### config.mk
export PLATFORM = sky130hd
export DESIGN_NAME = apb_simple_master
export DESIGN_NICKNAME = d
export VERILOG_FILES = /design/src/rtl/apb_simple_master.sv
export SDC_FILE = /design/constraint.sdc
export NUM_CORES = 1
export LEC_CHECK = 0
export ABC_AREA = 1
export BUFFER_PORTS_ARGS = -buffer_cell sky130_fd_sc_hd__buf_4
export CAP_MARGIN = 0
export CORE_UTILIZATION = 46
export DETAILED_ROUTE_END_ITERATION = 10
export PLACE_DENSITY = 0.8
export RECOVER_POWER = 50
export SYNTH_ARGS = -nofsm -noshare
export SYNTH_HDL_FRONTEND = slang
export SYNTH_SLANG_ARGS = --single-unit
### constraint.sdc
create_clock -name HCLK -period 1.35 [get_ports HCLK]
set_input_delay 0.135 -clock HCLK [delete_from_list [all_inputs] [get_ports HCLK]]
set_output_delay 0.135 -clock HCLK [all_outputs]
set_load 0.02 [all_outputs]
### src/rtl/apb_simple_master.sv
// rtl/apb_simple_master.sv - APB initiator turning one valid/ready request into one APB transfer
//
// Purpose:
//   Accepts a core-side request (valid/ready) and runs it as a single APB
//   transfer.
//   - SETUP phase: PSEL=1, PENABLE=0.
//   - ACCESS phase: PSEL=1, PENABLE=1, stretched by PREADY wait states.
//   - The result is returned as a one-cycle rsp_valid_o pulse carrying
//     PRDATA and PSLVERR.
//   - Every output is registered, except req_ready_o.
//   - Optional ACCESS timeout is enabled by defining APB_MASTER_TIMEOUT_EN.
//
// Ports:
//   HCLK, HRESET       clock (posedge) and synchronous active-high reset
//   req_valid_i        request valid; must be held until req_ready_o
//   req_ready_o        request accepted when req_valid_i & req_ready_o
//   req_addr_i         request byte address
//   req_wdata_i        request write data
//   req_write_i        request direction (1 = write)
//   rsp_valid_o        one-cycle response pulse
//   rsp_rdata_o        response read data (0 for writes and timeouts)
//   rsp_err_o          PSLVERR seen, or timeout
//   rsp_timeout_o      transfer aborted by the ACCESS timeout
//   busy_o             a transfer is in SETUP or ACCESS
//   PADDR, PWDATA,     APB requester outputs
//   PWRITE, PSEL,
//   PENABLE
//   PRDATA, PREADY,    APB completer inputs
//   PSLVERR
module apb_simple_master #(
  parameter int unsigned APB_ADDR_WIDTH = 12,
  parameter int unsigned TIMEOUT_CYCLES = 256
) (
  input  logic                      HCLK,
  input  logic                      HRESET,
  input  logic                      req_valid_i,
  output logic                      req_ready_o,
  input  logic [APB_ADDR_WIDTH-1:0] req_addr_i,
  input  logic [31:0]               req_wdata_i,
  input  logic                      req_write_i,
  output logic                      rsp_valid_o,
  output logic [31:0]               rsp_rdata_o,
  output logic                      rsp_err_o,
  output logic                      rsp_timeout_o,
  output logic                      busy_o,
  output logic [APB_ADDR_WIDTH-1:0] PADDR,
  output logic [31:0]               PWDATA,
  output logic                      PWRITE,
  output logic                      PSEL,
  output logic                      PENABLE,
  input  logic [31:0]               PRDATA,
  input  logic                      PREADY,
  input  logic                      PSLVERR
);

  typedef enum logic [1:0] {
    ST_IDLE   = 2'd0,
    ST_SETUP  = 2'd1,
    ST_ACCESS = 2'd2
  } state_e;

  state_e                    state_q;
  logic [APB_ADDR_WIDTH-1:0] paddr_q;
  logic [31:0]               pwdata_q;
  logic                      pwrite_q;
  logic                      psel_q;
  logic                      penable_q;
  logic                      rsp_valid_q;
  logic [31:0]               rsp_rdata_q;
  logic                      rsp_err_q;
  logic                      busy_q;

  if (TIMEOUT_CYCLES == 0) begin : g_bad_cfg
    $error("apb_simple_master: TIMEOUT_CYCLES must be at least 1");
  end

`ifdef APB_MASTER_TIMEOUT_EN
  // Counter only has to reach TIMEOUT_CYCLES-1.
  localparam int unsigned CNT_W = (TIMEOUT_CYCLES > 1) ? $clog2(TIMEOUT_CYCLES) : 1;
  localparam logic [CNT_W-1:0] CNT_LAST = CNT_W'(TIMEOUT_CYCLES - 1);

  logic [CNT_W-1:0] tmo_cnt_q;
  logic             rsp_timeout_q;
  logic             tmo_hit;

  assign tmo_hit       = (tmo_cnt_q == CNT_LAST);
  assign rsp_timeout_o = rsp_timeout_q;
`else
  assign rsp_timeout_o = 1'b0;
`endif

  // Ready depends only on state so the requester sees no combinational
  // path from its own valid.
  assign req_ready_o = (state_q == ST_IDLE) & ~HRESET;

  assign PADDR       = paddr_q;
  assign PWDATA      = pwdata_q;
  assign PWRITE      = pwrite_q;
  assign PSEL        = psel_q;
  assign PENABLE     = penable_q;
  assign rsp_valid_o = rsp_valid_q;
  assign rsp_rdata_o = rsp_rdata_q;
  assign rsp_err_o   = rsp_err_q;
  assign busy_o      = busy_q;

  always_ff @(posedge HCLK) begin
    if (HRESET) begin
      // An in-flight transfer is dropped here without a response.
      state_q       <= ST_IDLE;
      paddr_q       <= '0;
      pwdata_q      <= '0;
      pwrite_q      <= 1'b0;
      psel_q        <= 1'b0;
      penable_q     <= 1'b0;
      rsp_valid_q   <= 1'b0;
      rsp_rdata_q   <= '0;
      rsp_err_q     <= 1'b0;
      busy_q        <= 1'b0;
`ifdef APB_MASTER_TIMEOUT_EN
      tmo_cnt_q     <= '0;
      rsp_timeout_q <= 1'b0;
`endif
    end else begin
      rsp_valid_q <= 1'b0;
      case (state_q)
        ST_IDLE: begin
          // req_ready_o is 1 in IDLE outside reset, so valid alone accepts.
          if (req_valid_i) begin
            paddr_q   <= req_addr_i;
            pwdata_q  <= req_wdata_i;
            pwrite_q  <= req_write_i;
            psel_q    <= 1'b1;
            penable_q <= 1'b0;
            busy_q    <= 1'b1;
            state_q   <= ST_SETUP;
          end
        end
        ST_SETUP: begin
          penable_q <= 1'b1;
          state_q   <= ST_ACCESS;
`ifdef APB_MASTER_TIMEOUT_EN
          tmo_cnt_q <= '0;
`endif
        end
        ST_ACCESS: begin
          if (PREADY) begin
            psel_q        <= 1'b0;
            penable_q     <= 1'b0;
            busy_q        <= 1'b0;
            rsp_valid_q   <= 1'b1;
            rsp_rdata_q   <= pwrite_q ? 32'h0 : PRDATA;
            rsp_err_q     <= PSLVERR;
`ifdef APB_MASTER_TIMEOUT_EN
            rsp_timeout_q <= 1'b0;
`endif
            state_q       <= ST_IDLE;
          end
`ifdef APB_MASTER_TIMEOUT_EN
          else if (tmo_hit) begin
            psel_q        <= 1'b0;
            penable_q     <= 1'b0;
            busy_q        <= 1'b0;
            rsp_valid_q   <= 1'b1;
            rsp_rdata_q   <= 32'h0;
            rsp_err_q     <= 1'b1;
            rsp_timeout_q <= 1'b1;
            state_q       <= ST_IDLE;
          end else begin
            tmo_cnt_q <= tmo_cnt_q + 1'b1;
          end
`endif
        end
        default: begin
          psel_q    <= 1'b0;
          penable_q <= 1'b0;
          busy_q    <= 1'b0;
          state_q   <= ST_IDLE;
        end
      endcase
    end
  end

endmodule
==> impl_results.md, run 1 <==
* Status: finished clean
* Final Instance Area at 4650 um^2
* Maximum Capacitance Violations at 0
* Final Hold Viols at 0
* Crit path max-delay cell type: nor2_4
* Worst path top cell family by delay: simple AND/OR/NAND/NOR gates
* Largest net degree at the start of global routing at 46
* Die width at 88.6 um
* Post-synthesis cell type count at 20
* IO buf count at 164
* Total gr overflow at 0
* Worst-Margin Slew at around 0.59 ns
* Synth Instances at 480
* Drt wl/cell at around 12 um
* Clock latency at the later pin of the worst-skew pair at 0.34 ns
* Syn nets at 562
* WP buf/inv at 1
* Ys Warns at 0
* Max Root-Sink Buffers at 2
* # DRC at 0
* Initial antenna violation count at 0
* Final net count at 716
* Initial DRT Pass Iterations at 4
* Pins Over Slew Limit at 0
* Max rail drop VDD at 0.000503 V
* Worst hold slack at 0.0411 ns
* DP HPWL at around 6100 um
* Number of enable flip-flop cells after synthesis at 0
* Routed via count at 3493
* Clock Sinks at between 80 and 90
* Power per standard cell area at 1120 nW/um^2
* Seq/Total Area, Yosys at 0.476
* # diodes at 0
* Vias in the first global route at 3016
* Setup violations, final at 0
* Initial Util at 0.476
* Hold_buf cts at 0
* GPL Wtd Cong at 0.757
* Netlist Area Pre-Place at 3450 um^2
* Top post-synthesis cells by area: dfxtp_1 48%, nor2_1 13%, nand2_1 13%
* Post-synth top area share at 0.476
* Ys async rst share at 0
* Worst stage delay on the critical path at 0.47 ns
* Worst Setup Start Kind: flip-flop
* Vias/cell at 4.75
* Ys flop type: dfxtp_1
* Layout cells sized above 1 at 0.190
* Post-Route WL at 8960 um
* CP dominant cell by count: nand2_1
* # rows at 31
* First-pass GRT wire length at 13400 um
* Area Overhead vs Synth at 34.8%
* Cells along the critical path: inv_1 > nand2_4 > nor2_4 > nand2_1 > nand2_1
* Die area at between 7000 and 8000 um^2
* I/O pin total at 166
* Max Clock Skew at about 0.012 ns
* Syn_area_per_cell at slightly above 7 um^2
* P_leak at 2.32 nW
* Leading area contributor after synthesis: dfxtp_1
* Clk root buf: clkbuf_8
* Worst-path fanout max at 23
* Routed Antenna Nets at 0
* Post-synthesis register bit count at 82
* Worst Path Class, Setup: reg2reg
* Die Ht at slightly below 90 um
* GRT Total Usage at 0.222
* Min-Delay Path Class: in2reg
* Count leader, synth: nor2_1
* Core ar. at 7250 um^2
* CP required at approximately 1.6 ns
* Placed Area at 4770 um^2
* Top cells by count, synth: 124 x nor2_1, 115 x nand2_1, 82 x dfxtp_1
* Max Fclk at 0.783 GHz
* TritonCTS Buffers at 9
* Clock-pin slew of the registers on the worst-case setup and hold paths at approximately 0.070 ns
* 1st-iter DRT viols at 107
* Minimum clock period after layout at 1.28 ns
* Arr. time, crit path at 1.56 ns
* CP Capture Type: flip-flop
* RSZ-0062 raised after global routing: yes
* Period utilization at 0.946
* Number of H-tree levels at 3
* Slew HR at 0.608
* TritonCTS clock tree: done
-- report_power, final --
group / switching (mW) / internal [mW]
Sequential: 0.0804 / 2.56
Combinational: 0.626 / 0.433
Clock: 0.803 / 0.685
Total: 1.51 / 3.68
-- worst paths after layout --
path              cells after the start              to  slack (ns)           start
setup / recovery                      5          busy_o        0.07      state_q[1]
hold / removal                        2      state_q[1]        0.04          HRESET
setup reg to reg                      5          busy_o        0.07      state_q[1]
hold reg to reg                       2  rsp_rdata_o[4]        0.47  rsp_rdata_o[4]
-- routing by layer --
metal	global-route usage	vias to the layer above	share of wire
met1	0.247	1580	0.42
met5	0	-	0
met3	0.0653	14	0.081
met4	0.0982	0	0.017
li1	-	1766	-
met2	0.392	133	0.48
-- area by class of cell --
cell class,instances,area (um^2)
fill,725,2600
sequential,82,1640
multi-input combinational,328,1500
timing repair buffer,175,1090
inverter,38,143
clock buffer,10,138
tap,99,124
clock inverter,4,20.0
-- cell usage in the layout, fill, tap and decap left out, drive strengths merged --
| cell type | count |
|---|---|
| nor2 | 128 |
| nand2 | 116 |
| buf | 98 |
| clkbuf | 87 |
| dfxtp | 82 |
| nand3b | 46 |
| inv | 38 |
| nand3 | 33 |
| clkinv | 4 |
| a21oi | 2 |
| nand4 | 1 |
| o21bai | 1 |
| conb | 1 |
-- logic make-up after synthesis --
| group | after synthesis | share of synthesized area |
|---|---|---|
| AOI/OAI and AO/OA | 3 | 0.00508 |
| DFF | 82 | 0.476 |
| other | 1 | 0.00109 |
| buffers and inverters | 71 | 0.0950 |
| and+or+nand+nor | 323 | 0.423 |
-- repair_timing --
action                                  4_1_cts  5_1_grt
endpoints found under the setup margin       47       47
resized for setup                             1        2
cloned                                        1        0
buffers inserted                              0        0
hold endpoints to repair                      0        0
pin swaps                                     1        4
-- through the flow --
stage | utilization | instances | setup TNS [ns] | setup slack (ns) | total power, mW
2_1_floorplan | - | 480 | 0 | 0.150 | 3.35
3_3_place_gp | 0.657 | 721 | -6.60 | -0.197 | 3.84
3_5_place_dp | 0.657 | 721 | -8.80 | -0.236 | 3.87
4_1_cts | 0.681 | 736 | 0 | 0.0184 | 5.36
5_1_grt | 0.642 | 736 | -0.0920 | -0.0281 | 5.48
6_report | 0.642 | 736 | 0 | 0.0723 | 5.19
-- registers in the layout, indices dropped and copies added (netlist names) --
| signal | count |
|---|---|
| rsp_err_o | 1 |
| PWRITE | 1 |
| rsp_rdata_o | 32 |
| state_q | 2 |
| PWDATA | 32 |
| rsp_valid_o | 1 |
| PADDR | 12 |
| busy_o | 1 |
(Power assumes the default switching activity.)
==> run 2: changes to the inputs <==
--- a/config.mk
+++ b/config.mk
@@ -10,6 +10,7 @@
 export CAP_MARGIN = 0
 export CORE_UTILIZATION = 46
 export DETAILED_ROUTE_END_ITERATION = 10
+export GPL_TIMING_DRIVEN = 0
 export PLACE_DENSITY = 0.8
 export RECOVER_POWER = 50
 export SYNTH_ARGS = -nofsm -noshare
==> run 2 against run 1 <==
Compared with the run above: critical path depth decreased by 1; register-to-register slack improved by 0.06 ns; non-clock buffer count increased by 26; clock power increased by 31%; clock skew decreased by 0.0046 ns; count of clock-buffer cells in the layout increased by 3; maximum frequency increased by 0.59%; wire length decreased by 0.54%; combinational power about the same; via count increased by 1.7%; first-iteration DRC count increased by 34%; cell count increased by 3.5%; highest routed layer unchanged.
==> impl_results.md, run 2 (synthesis results as in run 1) <==
* Status: finished clean
* Multi-input gate area at 1490 um^2 (-0.58%)
* Int Pwr at 4.15 mW (+13%)
* Number of H-tree levels at 3 (unchanged)
* Total gr overflow at 0 (unchanged)
* # DRC at 0 (unchanged)
* Gate power share at 0.190 (-0.014)
* Maximum Capacitance Violations at 0 (unchanged)
* Worst path top cell family by delay: flip-flops
* Slew HR at 0.642 (+0.0341)
* Reg2Reg Setup Slack at 0.13 ns (+0.06 ns)
* Die width at 88.6 um (unchanged)
* Initial Util at 0.476 (unchanged)
* Power per standard cell area at 1190 nW/um^2 (+6.4%)
* Worst-Margin Slew at 0.537 ns (-0.0498 ns)
* Min-Delay Path Class: in2reg
* CP required at 1.22 ns (-0.41 ns)
* Sequential share of power at 0.466 (-0.043)
* Max rail drop VDD at 0.000505 V (+0.42%)
* Most frequent cells in the layout: 123 x nor2_1, 115 x nand2_1, 95 x buf_4, 88 x clkbuf_1, 80 x dfxtp_1
* I/O pin total at 166 (unchanged)
* TritonCTS clock tree: done
* Net Sw Power at 1.52 mW (+0.93%)
* # diodes at 0 (unchanged)
* Placed Area at 4800 um^2 (+0.68%)
* Clock-pin slew of the registers on the worst-case setup and hold paths at 0.08 ns (about the same)
* Hold_sp: HRESET
* Drt wl/cell at 11.7 um (-3.9%)
* Routed Antenna Nets at 0 (unchanged)
* Die area at 7860 um^2 (unchanged)
* GPL Wtd Cong at 0.761 (+0.54%)
* Overall Power at 5.67 mW (+9.2%)
* Max Fclk at 0.787 GHz (+0.59%)
* Period utilization at 0.941 (-0.00552)
* Max Root-Sink Buffers at 2 (unchanged)
* CP Capture Type: output pin
* Arr. time, crit path at 1.14 ns (-0.42 ns)
* Final Hold Viols at 0 (unchanged)
* Final Instance Area at 4780 um^2 (+2.7%)
* # rows at 31 (unchanged)
* Largest net degree at the start of global routing at 13 (-72%)
* Placed cell count at 742 (+2.9%)
* Clock Sinks at 82 (unchanged)
* GRT Total Usage at 0.224 (+0.00167)
* Worst Reg-to-Reg Cells at 5 (unchanged)
* Vias/cell at 4.66 (-1.8%)
* Final net count at 741 (+3.5%)
* First-pass GRT wire length at 13700 um (+2.2%)
* Worst Path Class, Setup: reg2out
* DP HPWL at 6580 um (+7.0%)
* Worst Setup Start Kind: flip-flop
* Layout cells sized above 1 at 0.202 (+0.0122)
* Post-Layout Cell Count at 762 (+3.5%)
* Setup violations, final at 0 (unchanged)
* IO buf count at 163 (-0.61%)
* Area Overhead vs Synth at 38.4%
* Initial DRT Pass Iterations at 4 (unchanged)
* Hold endpoint: state_q[1]
* TritonCTS Buffers at 9 (unchanged)
* Final core occ at 0.659 (+0.0172)
* 1st-iter DRT viols at 143 (+34%)
* Reg-to-Reg End: rsp_rdata_o[29]
* Hold_buf cts at 0 (unchanged)
* Minimum clock period after layout at 1.27 ns (-0.00745 ns)
* Post-Route WL at 8920 um (-0.54%)
* Vias in the first global route at 3103 (+2.9%)
* Switching Share at 0.269 (-0.0221)
* Cells along the critical path: inv_2 > nand2_2 > nor2_2 > buf_4
* Sequential Area at 1650 um^2 (+0.23%)
* P_leak at 2.40 nW (+3.2%)
* Initial antenna violation count at 0 (unchanged)
* Worst-path fanout max at 4 (-83%)
* Clk root buf: clkbuf_8
* Core ar. at 7250 um^2 (unchanged)
* Clk network pwr share at 0.344 (+0.057)
* Pins Over Slew Limit at 0 (unchanged)
* Die Ht at 88.6 um (unchanged)
* R2R Path Start: state_q[0]
* Max Clock Skew at 0.00691 ns (-0.00462 ns)
* Routed via count at 3552 (+1.7%)
* WP buf/inv at 2 (+1)
* Crit path max-delay cell type: dfxtp_2
* Leading cell type in the layout, fill and taps excluded: nor2_1
* RSZ-0062 raised after global routing: no
* Filler instances at 736 (+1.5%)
* Hold Path Depth at 2 (unchanged)
* Clock latency at the later pin of the worst-skew pair at 0.33 ns (about the same)
* Worst stage delay on the critical path at 0.35 ns (-0.12 ns)
[run 2: power by group through the flow]
| stage | combinational (mW) | clock (mW) | sequential (mW) |
|---|---|---|---|
| 3_3_place_gp | 1.14 | 0 | 2.69 |
| 5_1_grt | 1.19 | 2.11 | 2.66 |
| 3_5_place_dp | 1.16 | 0 | 2.70 |
| 4_1_cts | 1.17 | 2.00 | 2.64 |
| 2_1_floorplan | 0.477 | 0 | 2.87 |
| 6_report | 1.08 | 1.95 | 2.64 |
[run 2: metrics by stage]
stage	TNS, ns	hold slack (ns)	setup WS [ns]
after floorplan	0	0.204	0.150
after global placement	0	0.376	0.00649
after detailed placement	-0.00374	0.386	-0.00374
after CTS	0	0.0139	0.0177
after global routing	0	0.0365	0.0202
final	0	0.0355	0.0797
[run 2: metal layers]
layer / up-vias / track usage / part of all wire
met3: 6 / 0.0700 / 0.075
met1: 1596 / 0.268 / 0.44
met5: - / 0 / 0
met4: 0 / 0.0616 / 0.0071
met2: 133 / 0.387 / 0.48
li1: 1817 / - / -
[run 2: worst max-delay path by stage]
stage          slack [ns]              end       start  cells after the start
2_1_floorplan        0.15  rsp_rdata_o[12]  state_q[1]                      5
3_3_place_gp        0.006       PWDATA[10]  state_q[1]                      5
3_5_place_dp       -0.004       PWDATA[10]  state_q[1]                      5
4_1_cts              0.02      req_ready_o  state_q[0]                      4
5_1_grt              0.02      req_ready_o  state_q[1]                      4
6_report             0.08      req_ready_o  state_q[0]                      4
[run 2: worst register-to-register path, cell delays in order, from the launching register on]
cell and delay [ns]:
dfxtp_2 0.39, inv_2 0.08, nand3_4 0.11, clkbuf_1 0.36, nand3_1 0.13, nand2_1 0.10
[run 2: cell type report]
cell class / count / share of cell area
inverters: 38 / 0.0299
clock inverters: 2 / 0.0126
flip-flops and latches: 82 / 0.345
multi-input cells: 327 / 0.312
clock buffers: 13 / 0.0333
plain buffers: 33 / 0.0393
well taps: 99 / 0.0259
repair buffers: 168 / 0.203
[run 2: what timing repair did]
action | in CTS | in global routing
endpoints found under the setup margin | 28 | 57
resized for setup | 1 | 8
pin swaps | 0 | 1
setup buffers | 0 | 5
